==> src/rtl/aleatory_seq_pkg.sv <==
// ============================================================================
// Module : aleatory_seq_pkg
// Brief  : Shared types, sequence table and lookup helpers for the aleatory
//          0-4-1-6-5-2-3-7 counter stream.
// Rev    : 1.0 - initial release
// ============================================================================
`default_nettype none

package aleatory_seq_pkg;

  typedef enum logic [0:0] {
    HUNT   = 1'b0,
    LOCKED = 1'b1
  } state_t;

  // Code emitted at each ordinal position of the stream.
  localparam logic [2:0] SEQ [0:7] = '{3'd0, 3'd4, 3'd1, 3'd6, 3'd5, 3'd2, 3'd3, 3'd7};

  function automatic logic [2:0] code2pos(input logic [2:0] code);
    logic [2:0] pos;
    pos = 3'd0;
    case (code)
      3'd0: pos = 3'd0;
      3'd4: pos = 3'd1;
      3'd1: pos = 3'd2;
      3'd6: pos = 3'd3;
      3'd5: pos = 3'd4;
      3'd2: pos = 3'd5;
      3'd3: pos = 3'd6;
      3'd7: pos = 3'd7;
      default: pos = 3'd0;
    endcase
    return pos;
  endfunction

  function automatic logic [2:0] next_code(input logic [2:0] code);
    logic [2:0] nxt_pos;
    nxt_pos = code2pos(code) + 3'd1;
    return SEQ[nxt_pos];
  endfunction

endpackage

`default_nettype wire

==> src/rtl/aleatory_seq_decode.sv <==
// ============================================================================
// Module : aleatory_seq_decode
// Brief  : Combinational code-to-position and successor lookup.
// Rev    : 1.0 - initial release
// ============================================================================
`default_nettype none

module aleatory_seq_decode
  import aleatory_seq_pkg::*;
(
  input  logic [2:0] code,
  output logic [2:0] pos,
  output logic [2:0] succ
);

  assign pos  = code2pos(code);
  assign succ = next_code(code);

endmodule

`default_nettype wire

==> config.mk <==
export PLATFORM = sky130hd
export DESIGN_NAME = aleatory_seq_decode
export DESIGN_NICKNAME = d
export VERILOG_FILES = /design/src/rtl/aleatory_seq_pkg.sv /design/src/rtl/aleatory_seq_decode.sv
export SDC_FILE = /design/constraint.sdc
export NUM_CORES = 1
export LEC_CHECK = 0
export ABC_CLOCK_PERIOD_IN_PS = 1000
export CELL_PAD_IN_SITES_DETAIL_PLACEMENT = 0
export CELL_PAD_IN_SITES_GLOBAL_PLACEMENT = 1
export CORE_AREA = 2 2 39 41
export DETAILED_ROUTE_END_ITERATION = 8
export DIE_AREA = 0 0 41 43
export PLACE_DENSITY = 0.37
export SLEW_MARGIN = 20
export SYNTH_ARGS = -nofsm -noshare
export SYNTH_HDL_FRONTEND = slang
export SYNTH_SLANG_ARGS = --single-unit
==> constraint.sdc <==
create_clock -name vclk -period 1
set_input_delay 0.25 -clock vclk [all_inputs]
set_output_delay 0.25 -clock vclk [all_outputs]
set_load 0.005 [all_outputs]
==> metrics.log, run 1 <==
[metrics] Pwr per Cell Area: 438 mW/mm2
[metrics] Cell variety after synth: 8
[metrics] number of global-route vias before repair: 73
[metrics] commonest cells after routing, fill and taps aside: sky130_fd_sc_hd__buf_2, sky130_fd_sc_hd__nand2_1, sky130_fd_sc_hd__buf_8, sky130_fd_sc_hd__clkbuf_2
[metrics] power spent charging and discharging nets: 30.9 uW
[metrics] placed cell area: 176 um2
[metrics] number of diodes added for antenna fixing: 0
[metrics] proportion of synthesized chip area in sequential cells: 0%
[metrics] Seq Cell Count: 0
[metrics] fill cell count: 164
[metrics] area of all placed cells without fillers: 170 um2
[metrics] combinational family with the most area after synthesis: simple AND/OR/NAND/NOR gates
[metrics] share of cell area taken by muxes after synthesis: 0%
[metrics] outcome: complete, but fails checks
[metrics] most common cell after layout, fill and taps aside: sky130_fd_sc_hd__buf_2
[metrics] wire length per cell: 6.86 um
[metrics] hold path startpoint: code[1]
[metrics] initial antenna violation count: 0
[metrics] mean cell area of the mapped netlist: 6.03 um2
[metrics] area of the mapped netlist: 66.3 um2
[metrics] antenna-violating nets left: 0
[metrics] total power after layout: 74.5 uW
[metrics] number of search-and-repair iterations in the first detailed-routing pass: 1
[metrics] GR Util All Layers: 2.50%
[metrics] setup repair bufs after CTS: 0
[metrics] floorplan core area: 0.00138 mm2
[metrics] Synth Net Count: 14
[metrics] post-synthesis share of cell area spent on full adders, half adders and majority gates: 17.0%
[metrics] number of ports placed on the die boundary: 9
[metrics] complex-gate fraction of the synthesized area: 26.4%
[metrics] clock share of power: 0%
[metrics] nature of the critical path endpoint: primary output
[metrics] count of standard-cell rows: 14
[metrics] least setup slack across all paths after layout: -34.9 ps
[metrics] final setup violation count: 2
[metrics] Area growth syn-to-layout: 157%
[metrics] HPWL reported at the end of detailed placement: 201 um
[metrics] flip-flop and latch area: 0 um2
[metrics] minimum period implied by the final worst setup slack: 1030 ps
[metrics] Final Max Tran Viols: 0
[metrics] leakage power: 0.0822 nW
[metrics] Clock Buffer Count: 0
[metrics] switching part of the total: 41.5%
[metrics] width of the die: 41 um
[metrics] period utilization: 103%
[metrics] Initial Utilization: 4.79%
[metrics] highest clock frequency the design can meet: 966 MHz
[metrics] area taken by multi-input logic gates: 72.6 um2
[metrics] die outline area: 0.00176 mm2
[metrics] Detailed Route WL: 247 um
[metrics] final-report hold violation count: 0
[metrics] final cell count without fillers: 36
[metrics] worst min path class: in -> out
[metrics] cts hold-fix bufs: 0
[metrics] total overflow reported by the global router: 0
[metrics] end point of the most critical hold path: succ[1]
[metrics] wire length of the first global-routing pass: 331 um
[metrics] Logic pwr share: 100.0%
[metrics] number of placed instances with taps included: 36
[metrics] synthesized instance count: 11
[metrics] crit start category: input pin
[metrics] Max-cap violations: 0
[metrics] Arrival @ worst endpoint: 780 ps
[metrics] largest net degree at the start of global routing: 8
[metrics] violations in the final reports: negative setup slack
[metrics] number of warnings printed during yosys synthesis: 0
[metrics] fraction of final layout cells with drive strength greater than 1: 65.0%
[metrics] DRC violation count after routing: 0
[metrics] Critical Path RT: 750 ps
[metrics] peak fanout along the critical path: 3
[metrics] Pint: 43.6 uW
[metrics] Worst IR Drop VDD: 149 uV
[metrics] sequential power share: 0%
[metrics] total vias in the final route: 104
[metrics] simple-gate portion of the synthesized area: 37.7%
[metrics] final weighted congestion of routability-driven global placement: 0.512
[metrics] buffers added on ports: 9
[metrics] vias per cell: 2.89
[metrics] RSZ-0062 raised after global routing: true
[metrics] number of nets at the end of the flow: 25
[metrics] xor-xnor portion of the synthesized cell area: 13.2%
[metrics] number of DRC violations after detailed-routing iteration 0: 0
[metrics] headroom to the max-slew limit: 91.0%
[metrics] worst hold path stage count: 3
[metrics] Worst Max-Slew Pin Slew: 135 ps
[metrics] critical path class: in -> out
[metrics] height of the die: 43 um
## stage by stage
step / setup TNS [ps] / util, % / setup slack (ps) / hold slack [ps]
detailed placement: -4900 / 12.7 / -864 / 1550
global placement: -4760 / 12.7 / -854 / 1520
finish: -64.9 / 12.3 / -34.9 / 783
floorplan: 0 / - / 161 / 560
CTS: -64.1 / 13.5 / -34.7 / 785
global route: -113 / 12.3 / -60.0 / 806
## cell usage after synthesis
cell | instances | area share, %
sky130_fd_sc_hd__xnor2_1 | 1 | 13
sky130_fd_sc_hd__and2b_1 | 1 | 11
sky130_fd_sc_hd__o21ai_0 | 2 | 15
sky130_fd_sc_hd__nand2_1 | 3 | 17
sky130_fd_sc_hd__nand2b_1 | 1 | 9.4
sky130_fd_sc_hd__o21a_1 | 1 | 11
sky130_fd_sc_hd__maj3_2 | 1 | 17
sky130_fd_sc_hd__inv_1 | 1 | 5.7
## cell families after synthesis
logic type | count (synthesis)
AOI/OAI and AO/OA | 3
xor gates and xnor gates | 1
and+or+nand+nor | 5
buffers and inverters | 1
adders and majority gates | 1
## routing by layer
metal	routed length, um	GRT usage [%]	part of all wire, %
met5	0	0	0
met4	0	0	0
met3	56	0	23
met2	62	3.13	25
met1	128	4.75	52
## power groups by stage
stage                     Clock, mW  Combinational [mW]  Sequential [mW]
after floorplan                   0              0.0245                0
after global placement            0              0.0818                0
after detailed placement          0              0.0826                0
after CTS                         0              0.0806                0
after global routing              0              0.0826                0
final                             0              0.0745                0
## worst max-delay path by stage
stage | startpoint | end | slack, ps
final | code[0] | succ[2] | -30
after global routing | code[0] | succ[2] | -60
after CTS | code[0] | succ[2] | -30
after detailed placement | code[1] | succ[2] | -860
after global placement | code[1] | succ[2] | -850
after floorplan | code[0] | pos[0] | 160
## repair_timing
action	in CTS	in global routing
endpoints found under the setup margin	6	5
resized for setup	44	3
pin swaps	1	1
## final cells by class
| type | count | share of cell area (%) |
|---|---|---|
| multi-input combinational | 10 | 42.6 |
| inverter | 1 | 3.68 |
| tap | 16 | 11.8 |
| timing repair buffer | 9 | 41.9 |
## critical path: stages
cell	delay, ps
sky130_fd_sc_hd__buf_8	100
sky130_fd_sc_hd__and2b_1	190
sky130_fd_sc_hd__xnor2_1	110
sky130_fd_sc_hd__buf_2	130
(Power assumes the default switching activity.)
==> run 2: changes to the inputs <==
==> constraint.sdc (replaced) <==
create_clock -name vclk -period 1
set_input_delay 0.25 -clock vclk [all_inputs]
set_output_delay 0.25 -clock vclk [all_outputs]
set_load 0.02 [all_outputs]
==> run 2 against run 1 <==
Net effect: the flow still finishes with violations (negative setup slack); critical path depth is the same; sequential cell count did not move; hold slack gained 28 ps; sequential share of layout area is the same; die area stayed put; core utilization increased by 3.4 points; cell area increased by 28%; final cell count grew 5.6%; non-clock buffer count grew 2; setup slack lost 48 ps; power increased by 69%; largest power group unchanged; highest routed layer unchanged.
==> metrics.log, run 2 (synthesis results as in run 1) <==
[metrics] Post-Place Worst Slack: -992 ps
[metrics] violations in the final reports: negative setup slack
[metrics] Area growth syn-to-layout: 228%
[metrics] Detailed Route WL: 272 um
[metrics] final setup violation count: 3
[metrics] largest net degree at the start of global routing: 8
[metrics] area taken by multi-input logic gates: 82.6 um2
[metrics] total overflow reported by the global router: 0
[metrics] total power after layout: 126 uW
[metrics] Critical Path RT: 750 ps
[metrics] leakage power: 0.105 nW
[metrics] flip-flop and latch area: 0 um2
[metrics] critical path's largest stage delay: 200 ps
[metrics] highest clock frequency the design can meet: 923 MHz
[metrics] Worst Max-Slew Pin Slew: 114 ps
[metrics] crit start category: input pin
[metrics] sequence of cells on the critical path: buf_12 > and2b_2 > xnor2_2 > buf_4
[metrics] minimum period implied by the final worst setup slack: 1080 ps
[metrics] placed cell area: 184 um2
[metrics] HPWL reported at the end of detailed placement: 201 um
[metrics] final-report hold violation count: 0
[metrics] Max-cap violations: 0
[metrics] number of nets at the end of the flow: 27
[metrics] initial antenna violation count: 0
[metrics] cell with the largest stage delay on the worst path: sky130_fd_sc_hd__and2b_2
[metrics] buffers added on ports: 9
[metrics] floorplan core area: 0.00138 mm2
[metrics] setup TNS after final layout: -143 ps
[metrics] Clock Buffer Count: 0
[metrics] Pwr per Cell Area: 579 mW/mm2
[metrics] Initial Utilization: 4.79%
[metrics] Seq Cell Count: 0
[metrics] wire length of the first global-routing pass: 420 um
[metrics] Worst IR Drop VDD: 215 uV
[metrics] most common cell after layout, fill and taps aside: sky130_fd_sc_hd__buf_6
[metrics] Final Max Tran Viols: 0
[metrics] number of global-route vias before repair: 92
[metrics] least setup slack across all paths after layout: -83.1 ps
[metrics] number of DRC violations after detailed-routing iteration 0: 4
[metrics] outcome: complete, but fails checks
[metrics] total vias in the final route: 116
[metrics] number of ports placed on the die boundary: 9
[metrics] number of search-and-repair iterations in the first detailed-routing pass: 3
[metrics] number of diodes added for antenna fixing: 0
[metrics] fraction of final layout cells with drive strength greater than 1: 77.3%
[metrics] cts hold-fix bufs: 0
[metrics] worst min path class: in -> out
[metrics] commonest cells after routing, fill and taps aside: sky130_fd_sc_hd__buf_6, sky130_fd_sc_hd__buf_4, sky130_fd_sc_hd__nand2_1
[metrics] wire length per cell: 7.16 um
[metrics] antenna-violating nets left: 0
[metrics] area of all placed cells without fillers: 218 um2
[metrics] DRC violation count after routing: 0
[metrics] GR Util All Layers: 3.10%
[metrics] peak fanout along the critical path: 5
[metrics] die outline area: 0.00176 mm2
[metrics] vias per cell: 3.05
[metrics] RSZ-0062 raised after global routing: true
[metrics] height of the die: 43 um
[metrics] critical path class: in -> out
[metrics] period utilization: 108%
[metrics] width of the die: 41 um
[metrics] Arrival @ worst endpoint: 830 ps
[metrics] nature of the critical path endpoint: primary output
[metrics] final weighted congestion of routability-driven global placement: 0.522
[metrics] headroom to the max-slew limit: 92.3%
[metrics] fill cell count: 158
[metrics] count of standard-cell rows: 14
[run 2: cell count changes in the layout (fill, tap and decap cells not counted), moves of 2 or more]
cell / previous run / this run
sky130_fd_sc_hd__buf_4: 0 / 4
sky130_fd_sc_hd__buf_6: 1 / 5
sky130_fd_sc_hd__clkbuf_2: 2 / 0
sky130_fd_sc_hd__buf_2: 4 / 1
sky130_fd_sc_hd__buf_8: 2 / 0
[run 2: stage by stage]
step,std cells,hold WS [ps],utilization (%)
after floorplan,11,599,-
after global placement,36,1630,13.3
after detailed placement,36,1640,13.3
after CTS,36,806,13.4
after global routing,38,832,15.7
final,38,811,15.7
[run 2: report_power, final]
| part | internal, mW | leakage, nW | switching, mW |
|---|---|---|---|
| registers | 0 | 0 | 0 |
| clock network | 0 | 0 | 0 |
| logic | 0.0676 | 0.105 | 0.0584 |
[run 2: final timing paths]
kind	startpoint	to	slack [ps]	cells after the start
worst max-delay path	code[1]	succ[2]	-80	4
worst min-delay path	code[1]	succ[0]	810	3
[run 2: area by class of cell]
type                            instances  area share, %
Timing Repair Buffer                   11           51.1
Tap cell                               16           9.20
Multi-Input combinational cell         10           37.9
Inverter                                1           1.72
[run 2: timing repair]
item                                    CTS  global route
pin swaps                                 1             2
gates cloned                              0             0
setup buffers                             0             2
gates resized for setup                  53             5
endpoints found under the setup margin    6             2
[run 2: critical path: cells and delay by family]
kind / cells / cell delay, ps
buf+inv: 2 / 250
simple gates: 1 / 200
xor+xnor: 1 / 120
[run 2: per-layer routing]
metal	global-route usage [%]	share of wire, %	vias up	wire length (um)
met3	0.524	19	0	52
met2	4.06	37	9	100
li1	-	-	60	-
met5	0	0	-	0
met4	0	0	0	0
met1	5.38	43	47	118
==> run 3: changes to the inputs <==
--- a/config.mk
+++ b/config.mk
@@ -11,8 +11,8 @@
 export CORE_AREA = 2 2 39 41
 export DETAILED_ROUTE_END_ITERATION = 8
 export DIE_AREA = 0 0 41 43
-export PLACE_DENSITY = 0.37
-export SLEW_MARGIN = 20
+export PLACE_DENSITY = 0.35
+export SLEW_MARGIN = 25
 export SYNTH_ARGS = -nofsm -noshare
 export SYNTH_HDL_FRONTEND = slang
 export SYNTH_SLANG_ARGS = --single-unit
==> run 3 against run 2 <==
Net effect: power fell by 16%; critical path depth is the same; sequential cell count unchanged; clock-buffer cell count did not move; critical path type unchanged; sequential share of layout area did not move; first-iteration DRC count down 100%; fmax is 0.94% higher; the run still ends with negative setup slack left.
==> metrics.log, run 3 (synthesis results as in run 1) <==
[metrics] area of all placed cells without fillers: 180 um2
[metrics] Pwr per Cell Area: 590 mW/mm2
[metrics] GR Util All Layers: 2.50%
[metrics] Max-cap violations: 0
[metrics] total power after layout: 106 uW
[metrics] height of the die: 43 um
[metrics] RSZ-0062 raised after global routing: true
[metrics] wire length per cell: 6.28 um
[metrics] vias per cell: 2.78
[metrics] largest net degree at the start of global routing: 8
[metrics] Detailed Route WL: 226 um
[metrics] worst min path class: in -> out
[metrics] buffers added on ports: 9
[metrics] DRC violation count after routing: 0
[metrics] number of search-and-repair iterations in the first detailed-routing pass: 1
[metrics] Initial Utilization: 4.79%
[metrics] number of nets at the end of the flow: 25
[metrics] floorplan core area: 0.00138 mm2
[metrics] combined buffer and inverter count along the critical path: 2
[metrics] fraction of final layout cells with drive strength greater than 1: 60.0%
[metrics] period utilization: 107%
[metrics] die outline area: 0.00176 mm2
[metrics] violations in the final reports: negative setup slack
[metrics] Top Usage Layer GRT: met1
[metrics] final setup violation count: 2
[metrics] width of the die: 41 um
[metrics] sequence of cells on the critical path: buf_6 > and2b_1 > xnor2_2 > buf_4
[metrics] total overflow reported by the global router: 0
[metrics] commonest cells after routing, fill and taps aside: sky130_fd_sc_hd__nand2_1, sky130_fd_sc_hd__buf_6, sky130_fd_sc_hd__buf_4
[metrics] final weighted congestion of routability-driven global placement: 0.484
[metrics] critical path's largest stage delay: 210 ps
[metrics] headroom to the max-slew limit: 92.5%
[metrics] final-report hold violation count: 0
[metrics] crit start category: input pin
[metrics] Critical Path RT: 750 ps
[metrics] least setup slack across all paths after layout: -73.0 ps
[metrics] total vias in the final route: 100
[metrics] Area growth syn-to-layout: 172%
[metrics] minimum period implied by the final worst setup slack: 1070 ps
[metrics] Global Route met2 Usage: 2.50%
[metrics] cell with the largest stage delay on the worst path: sky130_fd_sc_hd__and2b_1
[metrics] Worst Max-Slew Pin Slew: 111 ps
[metrics] highest clock frequency the design can meet: 932 MHz
[metrics] placed cell area: 184 um2
[metrics] Final Max Tran Viols: 0
[metrics] utilization of the core after routing: 13.0%
[metrics] number of global-route vias before repair: 80
[metrics] count of standard-cell rows: 14
[metrics] Clock Buffer Count: 0
[metrics] met3 usage: 0.524%
[metrics] Arrival @ worst endpoint: 820 ps
[metrics] number of DRC violations after detailed-routing iteration 0: 0
[metrics] number of ports placed on the die boundary: 9
[metrics] number of diodes added for antenna fixing: 0
[metrics] initial antenna violation count: 0
[metrics] flip-flop and latch area: 0 um2
[metrics] antenna-violating nets left: 0
[metrics] cts hold-fix bufs: 0
[metrics] leakage power: 0.0858 nW
[metrics] outcome: complete, but fails checks
[metrics] setup repair bufs after CTS: 0
[metrics] Worst IR Drop VDD: 192 uV
[metrics] peak fanout along the critical path: 3
[metrics] worst hold slack across all endpoints: 797 ps
[metrics] Seq Cell Count: 0
[metrics] top cell family by delay on the critical path: buffers and inverters
[metrics] met1 GRT Util: 5.08%
[metrics] critical path class: in -> out
[metrics] nature of the critical path endpoint: primary output
[metrics] wire length of the first global-routing pass: 331 um
-- run 3: path summary, 6_finish.rpt --
path	startpoint	end	slack, ps	depth (start not counted)
min	code[2]	succ[2]	800	3
max	code[0]	succ[2]	-70	4
-- run 3: what timing repair did --
item,4_1_cts,5_1_grt
endpoints found under the setup margin,6,4
gates resized for setup,49,3
pin swaps,2,2
-- run 3: cell type report --
class	instances	area, um2
Tap cell	16	20.0
Timing Repair Buffer	9	86.3
Multi-Input combinational cell	10	70.1
Fill cell	154	1200
Inverter	1	3.75
-- run 3: where the power goes --
group | internal, mW | switching, mW | total [mW]
clock | 0 | 0 | 0
combinational | 0.0537 | 0.0526 | 0.106
sequential | 0 | 0 | 0
-- run 3: worst min-delay path: cells and delay by family --
family	cells	cell delay (ps)
xor+xnor	1	60
buf+inv	2	240
-- run 3: metal layers --
layer	vias up	wire, um
li1	55	-
met1	36	117
met2	9	50
met3	0	57
met4	0	0
met5	-	0
-- run 3: metrics by stage --
stage / TNS, ps / instances / worst slack [ps]
floorplan: -41.7 / 11 / -20.9
global placement: -5670 / 36 / -985
detailed placement: -5630 / 36 / -980
CTS: -144 / 36 / -88.8
global route: -180 / 36 / -106
finish: -121 / 36 / -73.0
